## src/rtl/sa_host_seq.sv

```systemverilog
// Host-port sequencer for the systolic array top: loads weights and activations,
// optionally presets the output buffer, starts the array, polls done, streams results.
module sa_host_seq #(
    parameter int MAC_W   = 19,
    parameter int X_W     = 8,
    parameter int TIMEOUT = 255,
    parameter int GUARD   = 2
) (
    input  logic             clk_i,
    input  logic             rst_i,
    input  logic             cmd_start_i,
    input  logic             cmd_clr_i,
    input  logic [MAC_W-1:0] cmd_cdata_i,
    output logic             busy_o,
    output logic             done_o,
    output logic             err_o,
    input  logic [X_W-1:0]   in_data_i,
    input  logic             in_v_i,
    output logic             in_rdy_o,
    output logic [7:0]       bus_addr_o,
    output logic [31:0]      bus_data_o,
    output logic             bus_wr_vo,
    input  logic [MAC_W:0]   bus_rdata_i,
    output logic [MAC_W:0]   res_data_o,
    output logic [5:0]       res_idx_o,
    output logic             res_v_o,
    input  logic             res_rdy_i
);

    localparam int CW = $clog2(TIMEOUT + 1);
    localparam logic [CW-1:0] TO_C = CW'(TIMEOUT);
    localparam logic [CW-1:0] GD_C = CW'(GUARD);

    typedef enum logic [3:0] {
        S_IDLE, S_LOAD_W, S_LOAD_X, S_PRESET, S_START,
        S_WAIT, S_RA, S_RC, S_RH
    } state_t;

    state_t           state_q, state_n;
    logic [5:0]       k_q, k_n, j_q, j_n;
    logic [CW-1:0]    cnt_q, cnt_n;
    logic             clr_q, clr_n;
    logic [MAC_W-1:0] cdata_q, cdata_n;
    logic             busy_q, busy_n, done_q, done_n, err_q, err_n;
    logic [7:0]       addr_q, addr_n;
    logic [31:0]      data_q, data_n;
    logic             wr_q, wr_n;
    logic [MAC_W:0]   rdata_q, rdata_n;
    logic [5:0]       idx_q, idx_n;
    logic             rv_q, rv_n;

    always_ff @(posedge clk_i or negedge rst_i) begin
        if (!rst_i) begin
            state_q <= S_IDLE;
            k_q     <= '0;
            j_q     <= '0;
            cnt_q   <= '0;
            clr_q   <= 1'b0;
            cdata_q <= '0;
            busy_q  <= 1'b0;
            done_q  <= 1'b0;
            err_q   <= 1'b0;
            addr_q  <= 8'h00;
            data_q  <= '0;
            wr_q    <= 1'b0;
            rdata_q <= '0;
            idx_q   <= '0;
            rv_q    <= 1'b0;
        end else begin
            state_q <= state_n;
            k_q     <= k_n;
            j_q     <= j_n;
            cnt_q   <= cnt_n;
            clr_q   <= clr_n;
            cdata_q <= cdata_n;
            busy_q  <= busy_n;
            done_q  <= done_n;
            err_q   <= err_n;
            addr_q  <= addr_n;
            data_q  <= data_n;
            wr_q    <= wr_n;
            rdata_q <= rdata_n;
            idx_q   <= idx_n;
            rv_q    <= rv_n;
        end
    end

    always_comb begin
        state_n = state_q;
        k_n     = k_q;
        j_n     = j_q;
        cnt_n   = cnt_q;
        clr_n   = clr_q;
        cdata_n = cdata_q;
        busy_n  = busy_q;
        done_n  = 1'b0;
        err_n   = err_q;
        addr_n  = 8'h00;
        data_n  = '0;
        wr_n    = 1'b0;
        rdata_n = rdata_q;
        idx_n   = idx_q;
        rv_n    = rv_q;
        unique case (state_q)
            S_IDLE: begin
                // a start coinciding with the done pulse is dropped
                if (cmd_start_i && !done_q) begin
                    clr_n   = cmd_clr_i;
                    cdata_n = cmd_cdata_i;
                    err_n   = 1'b0;
                    busy_n  = 1'b1;
                    k_n     = '0;
                    state_n = S_LOAD_W;
                end
            end
            S_LOAD_W, S_LOAD_X: begin
                if (in_v_i) begin
                    addr_n = {(state_q == S_LOAD_X) ? 2'b01 : 2'b00, k_q};
                    data_n = 32'(in_data_i);
                    wr_n   = 1'b1;
                    k_n    = k_q + 6'd1;
                    if (k_q == 6'd63) begin
                        k_n = '0;
                        if (state_q == S_LOAD_W) state_n = S_LOAD_X;
                        else state_n = clr_q ? S_PRESET : S_START;
                    end
                end
            end
            S_PRESET: begin
                addr_n  = 8'h80;
                data_n  = 32'(cdata_q);
                wr_n    = 1'b1;
                state_n = S_START;
            end
            S_START: begin
                addr_n  = 8'hC0;
                wr_n    = 1'b1;
                cnt_n   = '0;
                state_n = S_WAIT;
            end
            S_WAIT: begin
                cnt_n = cnt_q + 1'b1;
                if (cnt_q > GD_C && bus_rdata_i[0]) begin
                    j_n     = '0;
                    addr_n  = 8'h80;
                    state_n = S_RA;
                end else if (cnt_q == TO_C) begin
                    err_n   = 1'b1;
                    done_n  = 1'b1;
                    busy_n  = 1'b0;
                    state_n = S_IDLE;
                end
            end
            S_RA: begin
                addr_n  = {2'b10, j_q};
                state_n = S_RC;
            end
            S_RC: begin
                // the array registers read data, so it lands one cycle after the address
                addr_n  = {2'b10, j_q};
                rdata_n = bus_rdata_i;
                idx_n   = j_q;
                rv_n    = 1'b1;
                state_n = S_RH;
            end
            S_RH: begin
                addr_n = {2'b10, j_q};
                if (res_rdy_i) begin
                    rv_n = 1'b0;
                    if (j_q == 6'd63) begin
                        addr_n  = 8'h00;
                        done_n  = 1'b1;
                        busy_n  = 1'b0;
                        state_n = S_IDLE;
                    end else begin
                        j_n     = j_q + 6'd1;
                        addr_n  = {2'b10, j_q + 6'd1};
                        state_n = S_RA;
                    end
                end
            end
            default: state_n = S_IDLE;
        endcase
    end

    assign in_rdy_o   = (state_q == S_LOAD_W) || (state_q == S_LOAD_X);
    assign busy_o     = busy_q;
    assign done_o     = done_q;
    assign err_o      = err_q;
    assign bus_addr_o = addr_q;
    assign bus_data_o = data_q;
    assign bus_wr_vo  = wr_q;
    assign res_data_o = rdata_q;
    assign res_idx_o  = idx_q;
    assign res_v_o    = rv_q;

endmodule

```

## config.mk

```make
export PLATFORM = sky130hd
export DESIGN_NAME = sa_host_seq
export DESIGN_NICKNAME = d
export VERILOG_FILES = /design/src/rtl/sa_host_seq.sv
export SDC_FILE = /design/constraint.sdc
export NUM_CORES = 1
export LEC_CHECK = 0
export ABC_AREA = 1
export BUFFER_PORTS_ARGS = -buffer_cell sky130_fd_sc_hd__clkbuf_2
export CORE_ASPECT_RATIO = 0.8
export CORE_MARGIN = 3
export CORE_UTILIZATION = 50
export CTS_CLUSTER_SIZE = 30
export DETAILED_ROUTE_END_ITERATION = 10
export PLACE_DENSITY = 0.89
export SLEW_MARGIN = 20
export SYNTH_ARGS = -nofsm -noshare
export SYNTH_HDL_FRONTEND = slang
export SYNTH_SLANG_ARGS = --single-unit
```

## constraint.sdc

```tcl
create_clock -name clk_i -period 1.65 [get_ports clk_i]
set_input_delay 0.0825 -clock clk_i [delete_from_list [all_inputs] [get_ports clk_i]]
set_output_delay 0.0825 -clock clk_i [all_outputs]
set_load 0.05 [all_outputs]
```

==> results <==
- The global routing met2 resource utilization is 37.1%.
- The clock latency of the later-clocked register in the worst-skew pair is ~0.34 ns.
- For this configuration, the core starts out at a cell density of a little over half.
- The instance area after placement is approximately 5300 um^2.
- After floorplanning, the core was divided into 30 placement rows.
- The antenna diode instance count is 0.
- The summed area of non-filler cells in the final layout is a little over 6000 um^2.
- The setup check on the worst reg-to-reg path leaves a slack of approximately 0.12 ns.
- The largest single stage delay on the critical path is between 0.4 and 0.5 ns.
- The congestion estimate from routability-driven global placement came to 0.886.
- The maximum buffer depth of the clock tree is 2.
- The number of max-slew violations in the final report was 0.
- The number of cells produced by synthesis is between 500 and 600.
- The detailed placement HPWL is 7630 um.
- From bottom edge to top edge, the die measures 91.7 um.
- The number of search-and-repair iterations in the first detailed-routing pass is 4.
- Sequential elements use 55.6% of the synthesized area.
- The largest fanout on the critical path is 7.
- Walking the worst path, the cells encountered are inv_2, nand2_8, nand3_4, inv_2, buf_4.
- The DRC violation count after routing is 0.
- In this run, the number of DRC markers left after iteration 0 of detailed routing was around 240.
- The global routing usage on met1 is approximately 29%.
- Global routing consumed, on the met3 layer, under 10% of the routing resources.
- The width of the die is ~110 um.
- The run finished with clean final reports.
- The region available for standard cell placement spans just under 9000 um^2.
- The proportion of synthesized flip-flops having asynchronous set or reset is 100%.
- The number of setup violations in the final report is 0.
- The area growth from synthesis to layout is 32.9%.
- Among all flip-flop cells after synthesis, the most frequent one is sky130_fd_sc_hd__dfrtp_1.
- STA classifies the critical path startpoint as a flip-flop.
- After the last flow step, the layout net total stands at 743.
- The routed wire length is about 11,000 um.
- The post-layout minimum cycle time is 1.58 ns.
- After synthesis the netlist holds a flip-flop and latch count of approximately 100.
- CTS built an H-tree with a depth of 3.
- The reg-to-reg startpoint is state_q[2]$_DFFE_PN0P_.
- The count of nets left with antenna violations once routing finished came out at 0.
- The post-placement setup slack is around 0.053 ns.
- The count of flip-flops with a built-in enable after synthesis is 0.
- The number of port buffers is approximately 110.
- The first global-routing pass estimated 18,300 um of wire.
- The clock transition at the registers of the reported paths is roughly 0.06 ns.
- During I/O placement, the number of pins put on the boundary was approximately 130.
- The final setup skew is about 0.0064 ns.
- The setup slack of the critical path after layout is approximately 0.075 ns.
- The via count of the first global-routing pass was around 3,800.
- The total global routing overflow is 0.
- CTS placed an instance of sky130_fd_sc_hd__clkbuf_16 at the clock tree root.
- Entering global routing, the biggest net connects 42 pins.
- Using the TritonRoute via totals, the vias-per-cell ratio works out to 4.90.
- The number of antenna violations at the first check in global routing came to 0.
- The data arrival at the endpoint of the critical path is ~1.5 ns.
- Yosys printed 0 warnings.
- The final cell utilization of the core is 70.1%.
- The endpoint kind of the worst setup timing path is a primary output.
- TritonCTS created 9 clock buffers.
- Detailed routing inserted a total of just under 4,000 vias.
- The worst path required time is 1.57 ns.
- Yosys mapped the design onto 42 distinct sky130hd cell types.
- The routed length per placed instance is about 14 um.
- The leakage power is between 3 and 4 nW.
- Based on the critical path, the design can be clocked at up to about 630 MHz.
- In this run the worst setup path begins at state_q[0]$_DFFE_PN0P_.
- The TritonCTS sink count is between 100 and 150.
- The TritonCTS clock tree is done.
- The worst IR drop on VDD is between 0.001 and 0.0015 V.
- The average footprint of a synthesized cell is 8.90 um^2.
- In this run the worst hold path is classified as in -> reg.
- The startpoint identified for the worst hold timing path is bus_rdata_i[0].
- The max-capacitance violation count is 0.
- The count of endpoints failing hold in the final timing report is 0.
- The power density relative to cell area is ~1700 nW/um^2.
- The slowest stage of the critical path belongs to the cell sky130_fd_sc_hd__dfrtp_2.
- The overall die area is roughly 10,000 um^2.
- The dominant cell type by count on the critical path is sky130_fd_sc_hd__inv_2.
- The global routing's busiest layer is met2.
- The all-layer global routing usage is between 20 and 25%.
- The synthesized netlist occupies a cell area of 4590 um^2.
- After layout, the worst path uses 95.5% of the clock period.
- The post-route netlist has between 20% and 30% of its cells at a drive strength greater than 1.
- The critical path is of the reg -> out type.
[flip-flops by register name, indices dropped and copies added (netlist names)]
name / cells
bus_addr_o: 8
cnt_q: 8
res_data_o: 20
busy_o: 1
res_v_o: 1
err_o: 1
res_idx_o: 6
cdata_q: 19
j_q: 6
state_q: 4
k_q: 6
clr_q: 1
done_o: 1
bus_data_o: 19
bus_wr_vo: 1
[metal layers]
layer | part of all wire [%] | vias to the layer above
met5 | 0 | -
met4 | 1.8 | 0
met3 | 6.3 | 18
met2 | 48 | 149
met1 | 44 | 1829
li1 | - | 1927
[cell families after synthesis]
kind of cell	share of synthesized area, %
and+or+nand+nor	26.1
AOI/OAI and AO/OA	7.88
buffers and inverters	8.67
DFF	55.6
xor gates and xnor gates	0.572
other	0.0817
adders and majority gates	1.09
[layout by cell type, fill, tap and decap left out, types with 3 or more instances in the layout]
| master | Yosys | routed |
|---|---|---|
| sky130_fd_sc_hd__o21ai_1 | 4 | 4 |
| sky130_fd_sc_hd__a22oi_1 | 3 | 3 |
| sky130_fd_sc_hd__dlygate4sd3_1 | 0 | 48 |
| sky130_fd_sc_hd__nand3_2 | 2 | 4 |
| sky130_fd_sc_hd__nor2_1 | 37 | 32 |
| sky130_fd_sc_hd__buf_12 | 0 | 3 |
| sky130_fd_sc_hd__o22ai_1 | 5 | 5 |
| sky130_fd_sc_hd__nand2_1 | 182 | 181 |
| sky130_fd_sc_hd__ha_1 | 4 | 4 |
| sky130_fd_sc_hd__clkbuf_2 | 2 | 109 |
| sky130_fd_sc_hd__a22o_1 | 8 | 8 |
| sky130_fd_sc_hd__nor2_4 | 4 | 6 |
| sky130_fd_sc_hd__nand3_1 | 20 | 18 |
| sky130_fd_sc_hd__a21oi_1 | 5 | 5 |
| sky130_fd_sc_hd__nor3_1 | 8 | 8 |
| sky130_fd_sc_hd__xor2_1 | 3 | 3 |
| sky130_fd_sc_hd__inv_1 | 46 | 46 |
| sky130_fd_sc_hd__clkbuf_16 | 0 | 9 |
| sky130_fd_sc_hd__dfrtp_2 | 0 | 4 |
| sky130_fd_sc_hd__nor2_2 | 3 | 6 |
| sky130_fd_sc_hd__o21ai_2 | 4 | 4 |
| sky130_fd_sc_hd__buf_4 | 13 | 13 |
| sky130_fd_sc_hd__conb_1 | 1 | 13 |
| sky130_fd_sc_hd__dfrtp_1 | 102 | 98 |
| sky130_fd_sc_hd__inv_2 | 6 | 6 |
| sky130_fd_sc_hd__o21ai_0 | 20 | 20 |
| sky130_fd_sc_hd__nand2_2 | 4 | 5 |
[metrics by stage]
step / instances / setup TNS (ns) / power [mW] / hold slack [ns]
floorplan: 528 / 0 / 7.14 / -0.213
global placement: 737 / 0 / 8.06 / 0.0235
detailed placement: 737 / 0 / 8.21 / 0.0269
CTS: 799 / 0 / 10.4 / 0.0223
global route: 801 / -0.0324 / 11.1 / 0.0374
finish: 801 / 0 / 10.4 / 0.0305
[report_power, final]
group	total (mW)	leakage (nW)	internal, mW	switching, mW
Combinational	4.58	1.84	1.23	3.35
Sequential	3.76	1.30	3.29	0.468
Clock	2.10	0.140	1.24	0.855
[path summary, 6_finish.rpt]
kind	to	depth (start not counted)
min in group asynchronous	res_data_o[0]$_DFFE_PN0P_	2
max in group asynchronous	state_q[0]$_DFFE_PN0P_	3
hold reg to reg	res_data_o[1]$_DFFE_PN0P_	2
hold / removal	res_data_o[0]$_DFFE_PN0P_	3
setup / recovery	in_rdy_o	5
setup reg to reg	cdata_q[15]$_DFFE_PN0P_	7
[worst max-delay path, delay by kind of cell, from the launching register on]
kind | cells | cell delay, ns
buf+inv | 3 | 0.48
flops | 1 | 0.44
simple gates | 2 | 0.23
[area by class of cell]
class	instances	area [um^2]
sequential	102	2560
clock buffer	11	253
timing repair buffer	173	1180
tap	112	140
fill	637	2610
clock inverter	3	45.0
multi-input combinational	347	1720
inverter	53	201
[repair_timing]
action	4_1_cts	5_1_grt
pin swaps	0	1
hold endpoints to repair	71	0
hold buffers	48	0
resized for setup	4	12
endpoints found under the setup margin	1	15
setup buffers	0	2
[cell usage after synthesis, types with 5 or more instances]
library cell / number / area [um^2]
sky130_fd_sc_hd__nor2_1: 37 / 139
sky130_fd_sc_hd__buf_4: 13 / 97.6
sky130_fd_sc_hd__o22ai_1: 5 / 31.3
sky130_fd_sc_hd__nand3_1: 20 / 100
sky130_fd_sc_hd__dfrtp_1: 102 / 2550
sky130_fd_sc_hd__inv_1: 46 / 173
sky130_fd_sc_hd__o21ai_0: 20 / 100
sky130_fd_sc_hd__buf_2: 5 / 25.0
sky130_fd_sc_hd__a22o_1: 8 / 70.1
sky130_fd_sc_hd__a21oi_1: 5 / 25.0
sky130_fd_sc_hd__nand2_1: 182 / 683
sky130_fd_sc_hd__nor3_1: 8 / 40.0
sky130_fd_sc_hd__inv_2: 6 / 22.5
Note: power is estimated with default switching activity, not from simulation.
